$ cat src/rtl/dispensador_pkg.sv
// Shared definitions for the dispenser arbiter: FSM state encoding and parameter defaults.
package dispensador_pkg;

    typedef enum logic [1:0] {
        IDLE    = 2'd0,
        ACIONAR = 2'd1,
        ESPERA  = 2'd2,
        ALARME  = 2'd3
    } state_t;

    localparam int unsigned N_REQ_DEF        = 4;
    localparam int unsigned TIMEOUT_CYC_DEF  = 100;
    localparam int unsigned COOLDOWN_CYC_DEF = 4;

    // Counter width able to hold the larger of the two cycle limits.
    function automatic int unsigned cnt_width(input int unsigned a, input int unsigned b);
        int unsigned m;
        m = (a > b) ? a : b;
        return ($clog2(m + 1) < 1) ? 1 : $clog2(m + 1);
    endfunction

endpackage

$ cat src/rtl/arbitro_rr.sv
// Combinational round-robin selector: first active request at or above ptr, with wrap.
module arbitro_rr #(
    parameter int unsigned N_REQ = 4,
    parameter int unsigned PW    = $clog2(N_REQ)
) (
    input  logic [N_REQ-1:0] req,
    input  logic [PW-1:0]    ptr,
    output logic [PW-1:0]    winner,
    output logic             any
);

    int unsigned idx;

    always_comb begin
        winner = '0;
        any    = 1'b0;
        idx    = 0;
        for (int unsigned i = 0; i < N_REQ; i++) begin
            idx = 32'(ptr) + i;
            if (idx >= N_REQ) idx = idx - N_REQ;
            if (!any && req[idx[PW-1:0]]) begin
                winner = idx[PW-1:0];
                any    = 1'b1;
            end
        end
    end

endmodule

$ cat src/rtl/arbitro_dispensador.sv
// Round-robin dispenser arbiter with cooldown and alarm handling.
// Optional ACIONAR timeout enabled by defining ARBITRO_TIMEOUT_EN.
module arbitro_dispensador
    import dispensador_pkg::*;
#(
    parameter int unsigned N_REQ        = N_REQ_DEF,
    parameter int unsigned TIMEOUT_CYC  = TIMEOUT_CYC_DEF,
    parameter int unsigned COOLDOWN_CYC = COOLDOWN_CYC_DEF
) (
    input  logic                     clk,
    input  logic                     reset,
    input  logic [N_REQ-1:0]         req,
    input  logic                     mc,
    input  logic                     bz,
    input  logic                     clr_alarm,
    output logic                     act,
    output logic [N_REQ-1:0]         gnt,
    output logic                     alarm,
    output logic                     busy,
    output logic                     served,
    output logic [$clog2(N_REQ)-1:0] served_id
);

    localparam int unsigned PW = $clog2(N_REQ);
    localparam int unsigned CW = cnt_width(TIMEOUT_CYC, COOLDOWN_CYC);
    localparam logic [CW-1:0]    CD_LAST = CW'(COOLDOWN_CYC - 1);
    localparam logic [N_REQ-1:0] ONE     = N_REQ'(1);
    localparam logic [PW-1:0]    LAST_ID = PW'(N_REQ - 1);
`ifdef ARBITRO_TIMEOUT_EN
    localparam logic [CW-1:0]    TO_LAST = CW'(TIMEOUT_CYC - 1);
`endif

    state_t        state;
    logic [CW-1:0] cnt;
    logic [PW-1:0] ptr;
    logic [PW-1:0] cur;
    logic [PW-1:0] winner;
    logic          any;

    arbitro_rr #(
        .N_REQ (N_REQ),
        .PW    (PW)
    ) u_rr (
        .req    (req),
        .ptr    (ptr),
        .winner (winner),
        .any    (any)
    );

    always_ff @(posedge clk) begin
        if (reset) begin
            state     <= IDLE;
            cnt       <= '0;
            ptr       <= '0;
            cur       <= '0;
            act       <= 1'b0;
            gnt       <= '0;
            alarm     <= 1'b0;
            busy      <= 1'b0;
            served    <= 1'b0;
            served_id <= '0;
        end else begin
            served <= 1'b0;
            // Alarm input overrides everything, including a confirmation on the same edge.
            if (bz) begin
                state <= ALARME;
                cnt   <= '0;
                act   <= 1'b0;
                gnt   <= '0;
                alarm <= 1'b1;
                busy  <= 1'b1;
            end else begin
                case (state)
                    IDLE: begin
                        if (any) begin
                            state <= ACIONAR;
                            cnt   <= '0;
                            cur   <= winner;
                            gnt   <= ONE << winner;
                            act   <= 1'b1;
                            busy  <= 1'b1;
                        end
                    end
                    ACIONAR: begin
                        if (mc) begin
                            state     <= ESPERA;
                            cnt       <= '0;
                            act       <= 1'b0;
                            gnt       <= '0;
                            served    <= 1'b1;
                            served_id <= cur;
                            ptr       <= (cur == LAST_ID) ? '0 : cur + 1'b1;
                        end
`ifdef ARBITRO_TIMEOUT_EN
                        else if (cnt == TO_LAST) begin
                            state <= ALARME;
                            cnt   <= '0;
                            act   <= 1'b0;
                            gnt   <= '0;
                            alarm <= 1'b1;
                        end else begin
                            cnt <= cnt + 1'b1;
                        end
`endif
                    end
                    ESPERA: begin
                        if (cnt == CD_LAST) begin
                            state <= IDLE;
                            cnt   <= '0;
                            busy  <= 1'b0;
                        end else begin
                            cnt <= cnt + 1'b1;
                        end
                    end
                    ALARME: begin
                        if (clr_alarm) begin
                            state <= IDLE;
                            cnt   <= '0;
                            alarm <= 1'b0;
                            busy  <= 1'b0;
                        end
                    end
                    default: begin
                        state <= IDLE;
                        cnt   <= '0;
                    end
                endcase
            end
        end
    end

endmodule

$ cat config.mk
export PLATFORM = sky130hd
export DESIGN_NAME = arbitro_dispensador
export DESIGN_NICKNAME = d
export VERILOG_FILES = /design/src/rtl/dispensador_pkg.sv /design/src/rtl/arbitro_rr.sv /design/src/rtl/arbitro_dispensador.sv
export SDC_FILE = /design/constraint.sdc
export NUM_CORES = 1
export LEC_CHECK = 0
export CAP_MARGIN = 0
export CORE_MARGIN = 2
export CORE_UTILIZATION = 51
export CTS_BUF_LIST = sky130_fd_sc_hd__clkbuf_16
export DETAILED_ROUTE_END_ITERATION = 6
export GPL_ROUTABILITY_DRIVEN = 0
export PLACE_DENSITY = 0.8
export SYNTH_ARGS = -nofsm -noshare
export SYNTH_HDL_FRONTEND = slang
export SYNTH_SLANG_ARGS = --single-unit
$ cat constraint.sdc
create_clock -name clk -period 2 [get_ports clk]
set_input_delay 0.3 -clock clk [delete_from_list [all_inputs] [get_ports clk]]
set_output_delay 0.3 -clock clk [all_outputs]
set_load 0.01 [all_outputs]
# [Word-level counts from Yosys, hierarchy flattened]
# Cells that the tools add are included.
[classes] bitwise_logic=2 mul=0 n_shift=1 n_div=0 n_mux=45 addsub=9 order_cmp=8 reduce_logical=20 n_eq_ne=12
[ops] operator="2-bit two-way mux" count=14
[ops] operator="7-bit two-way mux" count=4
[ops] operator="7-bit one-hot mux with 4 select lines" count=1
[ops] operator="1-bit two-way mux" count=16
[ops] operator="2-bit by 3-bit less-than comparator with 1-bit output, second input constant" count=4
[ops] operator="3-bit != test, second input constant" count=4
[ops] operator="3-bit AND reduction" count=4
[ops] operator="3-bit greater-or-equal comparator, second input constant" count=3
[ops] operator="1-bit binary-select mux with 2-bit select" count=4
[ops] operator="4-bit two-way mux" count=2
[ops] operator="2-bit one-hot mux with 4 select lines" count=1
[ops] operator="4-bit one-hot mux with 2 select lines" count=1
[ops] operator="4-bit AND reduction" count=2
[ops] operator="2-bit by 1-bit subtractor with 2-bit output, second input constant" count=4
[ops] operator="7-bit by 1-bit adder with 7-bit output, second input constant" count=1
[ops] operator="7-bit by 2-bit equality test with 1-bit output, second input constant" count=1
[ops] operator="2-bit by 2-bit adder with 3-bit output, second input constant" count=2
[ops] operator="2-bit equality test, second input constant" count=3
[ops] operator="2-bit != test, second input constant" count=3
[ops] operator="2-bit nonzero test" count=3
[ops] operator="4-bit nonzero test" count=1
[ops] operator="1-bit by 2-bit left shift with 4-bit output, first input constant" count=1
[ops] operator="2-bit by 1-bit adder with 3-bit output, second input constant" count=1
[ops] operator="2-bit by 3-bit greater-or-equal comparator with 1-bit output, second input constant" count=1
[ops] operator="other kinds (11)" count=16
[word_totals] elab_cells=107 memories=0 out_inout_bits=10 mem_bits_rw=0 latch_bits=0 ff_bits=23 in_bits=9 rom_bits=0

# [Depth between registers and ports, before layout]
[depth] depth_word=17 depth_mapped=6 depth_no_buf=6

# [Modules after synthesis]
# Synthesis repeated with hierarchy kept, for this count alone.
[unflattened] cells_unflattened=136 area_unflattened_um2=1168.6
[modules_own_cells] mod="arbitro_dispensador" instances=1 seq_area_each_um2=460.4 cells_each=121 area_per_inst_um2=1091.0
[modules_own_cells] mod="arbitro_rr" instances=1 seq_area_each_um2=0.0 cells_each=15 area_per_inst_um2=77.6

# [Worst setup path before layout]
# Ideal clock, no wire load.
[synth_path] path_type="register -> register" startpoint="register cnt[0]" endpoint="register cnt[4]" n_path_buf=0 synth_period_minus_slack_ns=1.384 t_arrival_ns=1.284 path_slack_ns=0.616 t_required_ns=1.900 setup_time_ns=0.100 path_stages_with_launch=7 cell_sequence="dfxtp_1 -> ha_1 -> nor4b_1 -> a22o_1 -> nand2_1 -> nand3_4 -> a2111oi_4"
[synth_via] elab_chain_cells=3 word_cells_on_any_way=4 cone_classes="1 x add/sub; 1 x eq/ne; 2 x mux"
[synth_rtl] element="start, declared" line_no="arbitro_dispensador.sv:34" rtl="logic [CW-1:0] cnt;"
[synth_rtl] element="start signal, assigned" line_no="arbitro_dispensador.sv:112" rtl="cnt <= cnt + 1'b1;"
[synth_rtl] element="7-bit by 1-bit adder with 7-bit output or 7-bit by 2-bit equality test with 1-bit output (tied branches)" line_no="arbitro_dispensador.sv:112, arbitro_dispensador.sv:107"
[synth_rtl] element="7-bit two-way mux (*)" line_no="arbitro_dispensador.sv:107" rtl="if (cnt == CD_LAST) begin"
[synth_rtl] element="7-bit one-hot mux with 4 select lines (*)" line_no="arbitro_dispensador.sv:73" rtl="case (state)"
# Every way passes the cells marked *; elsewhere a longest branch is shown, timed or not.
# A chain may end at the register's enable or synchronous reset.

# [Final worst setup path]
[layout_path] startpoint="input port req[0]" endpoint="register cnt[4]"
[layout_via] elab_chain_cells=14 word_cells_on_any_way=20 cone_classes="1 x eq/ne; 12 x mux; 7 x reduce/logical"
[layout_rtl] element="start, declared" line_no="arbitro_dispensador.sv:12" rtl="input logic [N_REQ-1:0] req,"
[layout_rtl] element="1-bit binary-select mux with 2-bit select" line_no="arbitro_rr.sv:21" rtl="if (!any && req[idx[PW-1:0]]) begin"
[layout_rtl] element="1-bit two-way mux (not written as such)" line_no="arbitro_rr.sv:21"
[layout_rtl] element="1-bit two-way mux" line_no="arbitro_rr.sv:21"
[layout_rtl] element="1-bit zero test" line_no="arbitro_rr.sv:21"
[layout_rtl] element="1-bit logical AND" line_no="arbitro_rr.sv:21"
[layout_rtl] element="1-bit two-way mux" line_no="arbitro_rr.sv:21"
[layout_rtl] element="1-bit zero test" line_no="arbitro_rr.sv:21"
[layout_rtl] element="1-bit logical AND" line_no="arbitro_rr.sv:21"
[layout_rtl] element="1-bit two-way mux" line_no="arbitro_rr.sv:21"
[layout_rtl] element="1-bit zero test" line_no="arbitro_rr.sv:21"
[layout_rtl] element="1-bit logical AND" line_no="arbitro_rr.sv:21"
[layout_rtl] element="1-bit two-way mux (*)" line_no="arbitro_rr.sv:21"
[layout_rtl] element="2-bit != test (no line) (*)"
[layout_rtl] element="3-bit AND reduction (no line) (*)"
# Every way passes the cells marked *; elsewhere a longest branch is shown, timed or not. The select of a mux whose other input is x is not followed.

==> flow_metrics.env <==
export IMPL_power_density_nw_per_um2=725
export IMPL_rows=17
export IMPL_crit_required_ns=2.16
export IMPL_preCtsSetupSlack_ns=-0.0226
export IMPL_synth_top_cell_area_share=0.406
export IMPL_clock_latency_ns=0.25
export IMPL_synth_distinct_cells=37
export IMPL_clockBufferDepth=2
export IMPL_grt_ovfl_total=0
export IMPL_finalCritPeriodShare=0.888
export IMPL_grt_max_degree=13
export IMPL_synth_edff_count=0
export IMPL_hold_ws_ns=0.458
export IMPL_power_leakage_uw=0.000522
export IMPL_nNetsFinal=163
export IMPL_hp_start="act"
export IMPL_ys_seq_elements=23
export IMPL_die_area_sq_um=2620
export IMPL_synth_ff_type="dfxtp_1"
export IMPL_dp_hpwl_um=1830
export IMPL_clk_root_buffer_cell="clkbuf_16"
export IMPL_tightest_slew_ns=0.396
export IMPL_fin_ws_ns=0.224
export IMPL_setup_viol=0
export IMPL_grt_pass1_wl_um=4000
export IMPL_area_delta_synth_final_pct=28.0
export IMPL_final_max_slew_viol_count=0
export IMPL_antenna_cells=0
export IMPL_worstSetupStartpoint="req[0]"
export IMPL_timing_final_hold_violations=0
export IMPL_grt_setup_unrepaired="no"
export IMPL_synthTopCellsByArea="dfxtp_1 41%, nor2_1 7.6%, a21oi_1 6.2%"
export IMPL_slowest_delay_ns=0.52
export IMPL_avgRoutedWirePerCell_um=13.2
export IMPL_yosysWarnings=0
export IMPL_clock_sinks=23
export IMPL_yosys_top_cells_count="23 x dfxtp_1, 23 x nor2_1, 14 x a21oi_1, 11 x nand2_1, 5 x o21ai_0"
export IMPL_post_cts_resized=0
export IMPL_cts_htree_levels=1
export IMPL_slowest_stage="clkdlybuf4s50_1"
export IMPL_fmax_mhz=563
export IMPL_fin_crit_ns=1.78
export IMPL_first_pass_iters=4
export IMPL_final_fill_count=173
export IMPL_async_flop_share=0
export IMPL_die_w_um=51.1
export IMPL_cts_tree="built"
export IMPL_syn_area_sq_um=1130
export IMPL_yosysSeqAreaShare=0.406
export IMPL_maxCapViolCount=0
export IMPL_post_cts_setup_buffers=0
export IMPL_drc=0
export IMPL_r2r_slack_ns=0.38
export IMPL_cts_buffers_inserted=3
export IMPL_cp_max_fo=5
export IMPL_portBuffers=18
export IMPL_start_kind="input port"
export IMPL_syn_num_nets=139
export IMPL_ant_nets=0
export IMPL_wirelength_um=2360
export IMPL_die_y_um=51.1
export IMPL_syn_avg_cell_area_sq_um=8.86
export IMPL_drive_gt1_frac=0.126
export IMPL_end_kind="flip-flop"
export IMPL_path_clk_slew_ns=0.06
export IMPL_path_cells="clkdlybuf4s50_1 > nor4_4 > o211ai_4 > nand3_4 > nor2b_2 > a2111oi_4"
export IMPL_min_path_type="flip-flop to flip-flop"
export IMPL_crit_arrival_ns=1.93
export IMPL_start_util=0.528
export IMPL_viasPerCell=5.53
export IMPL_antenna_found_initial=0
export IMPL_clock_skew_ns=0.00109
export IMPL_vias=989
export IMPL_outcome="finished clean"
export IMPL_ios=19
export IMPL_drt_initial_drc_count=8
export IMPL_track_usage=0.207
export IMPL_grt_pass1_vias=961
export IMPL_setup_tns_final_ns=0
export IMPL_worstReg2RegStart="state[0]"
export IMPL_yosysTopAreaCell="dfxtp_1"
export IMPL_synth_cells=128
export IMPL_path_class="input port to flip-flop"
export IMPL_finalPower_uw=1050
export IMPL_cts_hold_buf=0
export IMPL_core_area_sq_um=2150
export IMPL_slew_headroom=0.735
export IMPL_peakVddDrop_mv=0.563
[logic make-up after synthesis]
group                      count (synthesis)  synth area share
DFF                                       23             0.406
muxes                                      3            0.0265
AOI/OAI and AO/OA                         31             0.202
buffers and inverters                      8            0.0287
adders and majority gates                  2            0.0221
and+or+nand+nor                           57             0.284
xor gates and xnor gates                   4            0.0309
[where the power goes]
| group | leakage (uW) | internal (uW) | total (uW) | switching [uW] |
|---|---|---|---|---|
| clock | 0.0000423 | 266 | 414 | 148 |
| sequential | 0.000187 | 473 | 490 | 16.7 |
| combinational | 0.000293 | 69.5 | 148 | 79.0 |
| total | 0.000522 | 809 | 1050 | 243 |
[sequential cells by signal, indices dropped and copies added (netlist names), 2 cells and up]
name	flops
ptr	2
cnt	7
gnt	4
state	2
served_id	2
cur	2
[cell type report]
class	count	area [sq um]	share of cell area
Timing Repair Buffer	24	225	0.155
Multi-Input combinational cell	97	641	0.441
Clock buffer	3	75.1	0.0517
Clock inverter	1	3.75	0.00259
Tap cell	28	35.0	0.0241
Inverter	3	11.3	0.00776
Sequential cell	23	460	0.317
[worst max-delay path, delay by kind of cell]
family	cells	cell delay, ns
compound gates	2	0.45
buf+inv	1	0.52
simple gates	3	0.66
[worst paths after layout]
check | endpoint | depth (start not counted)
hold reg to reg | act | 2
setup reg to reg | cnt[4] | 5
hold / removal | act | 2
setup / recovery | cnt[4] | 6
[cell usage in the layout, fill, tap and decap left out, types with 2 or more instances in the layout]
master           count
nand4_1              2
ha_1                 2
dfxtp_1             23
inv_1                4
a32o_1               2
a21oi_1             14
o21ai_0              5
buf_4                6
nor3_2               2
nand3_1              3
nand3_4              2
nand2b_1             2
nand2_1             11
clkdlybuf4s50_1     18
xor2_1               4
nor2_1              23
mux2i_1              3
nor3_1               2
a32oi_1              2
clkbuf_16            3
[layer usage]
| metal | track usage | wire, um | up-vias | share of wire |
|---|---|---|---|---|
| li1 | - | - | 498 | - |
| met1 | 0.215 | 961 | 470 | 0.41 |
| met2 | 0.379 | 1300 | 17 | 0.55 |
| met3 | 0.0322 | 61 | 4 | 0.026 |
| met4 | 0.135 | 41 | 0 | 0.017 |
| met5 | 0 | 0 | - | 0 |
[per-stage QoR]
stage / area [sq um] / utilization / std cells
floorplan: 1130 / - / 128
detailed placement: 1370 / 0.639 / 175
global route: 1450 / 0.676 / 179
finish: 1450 / 0.676 / 179
global placement: 1370 / 0.639 / 175
CTS: 1450 / 0.676 / 179
(Power assumes the default switching activity.)
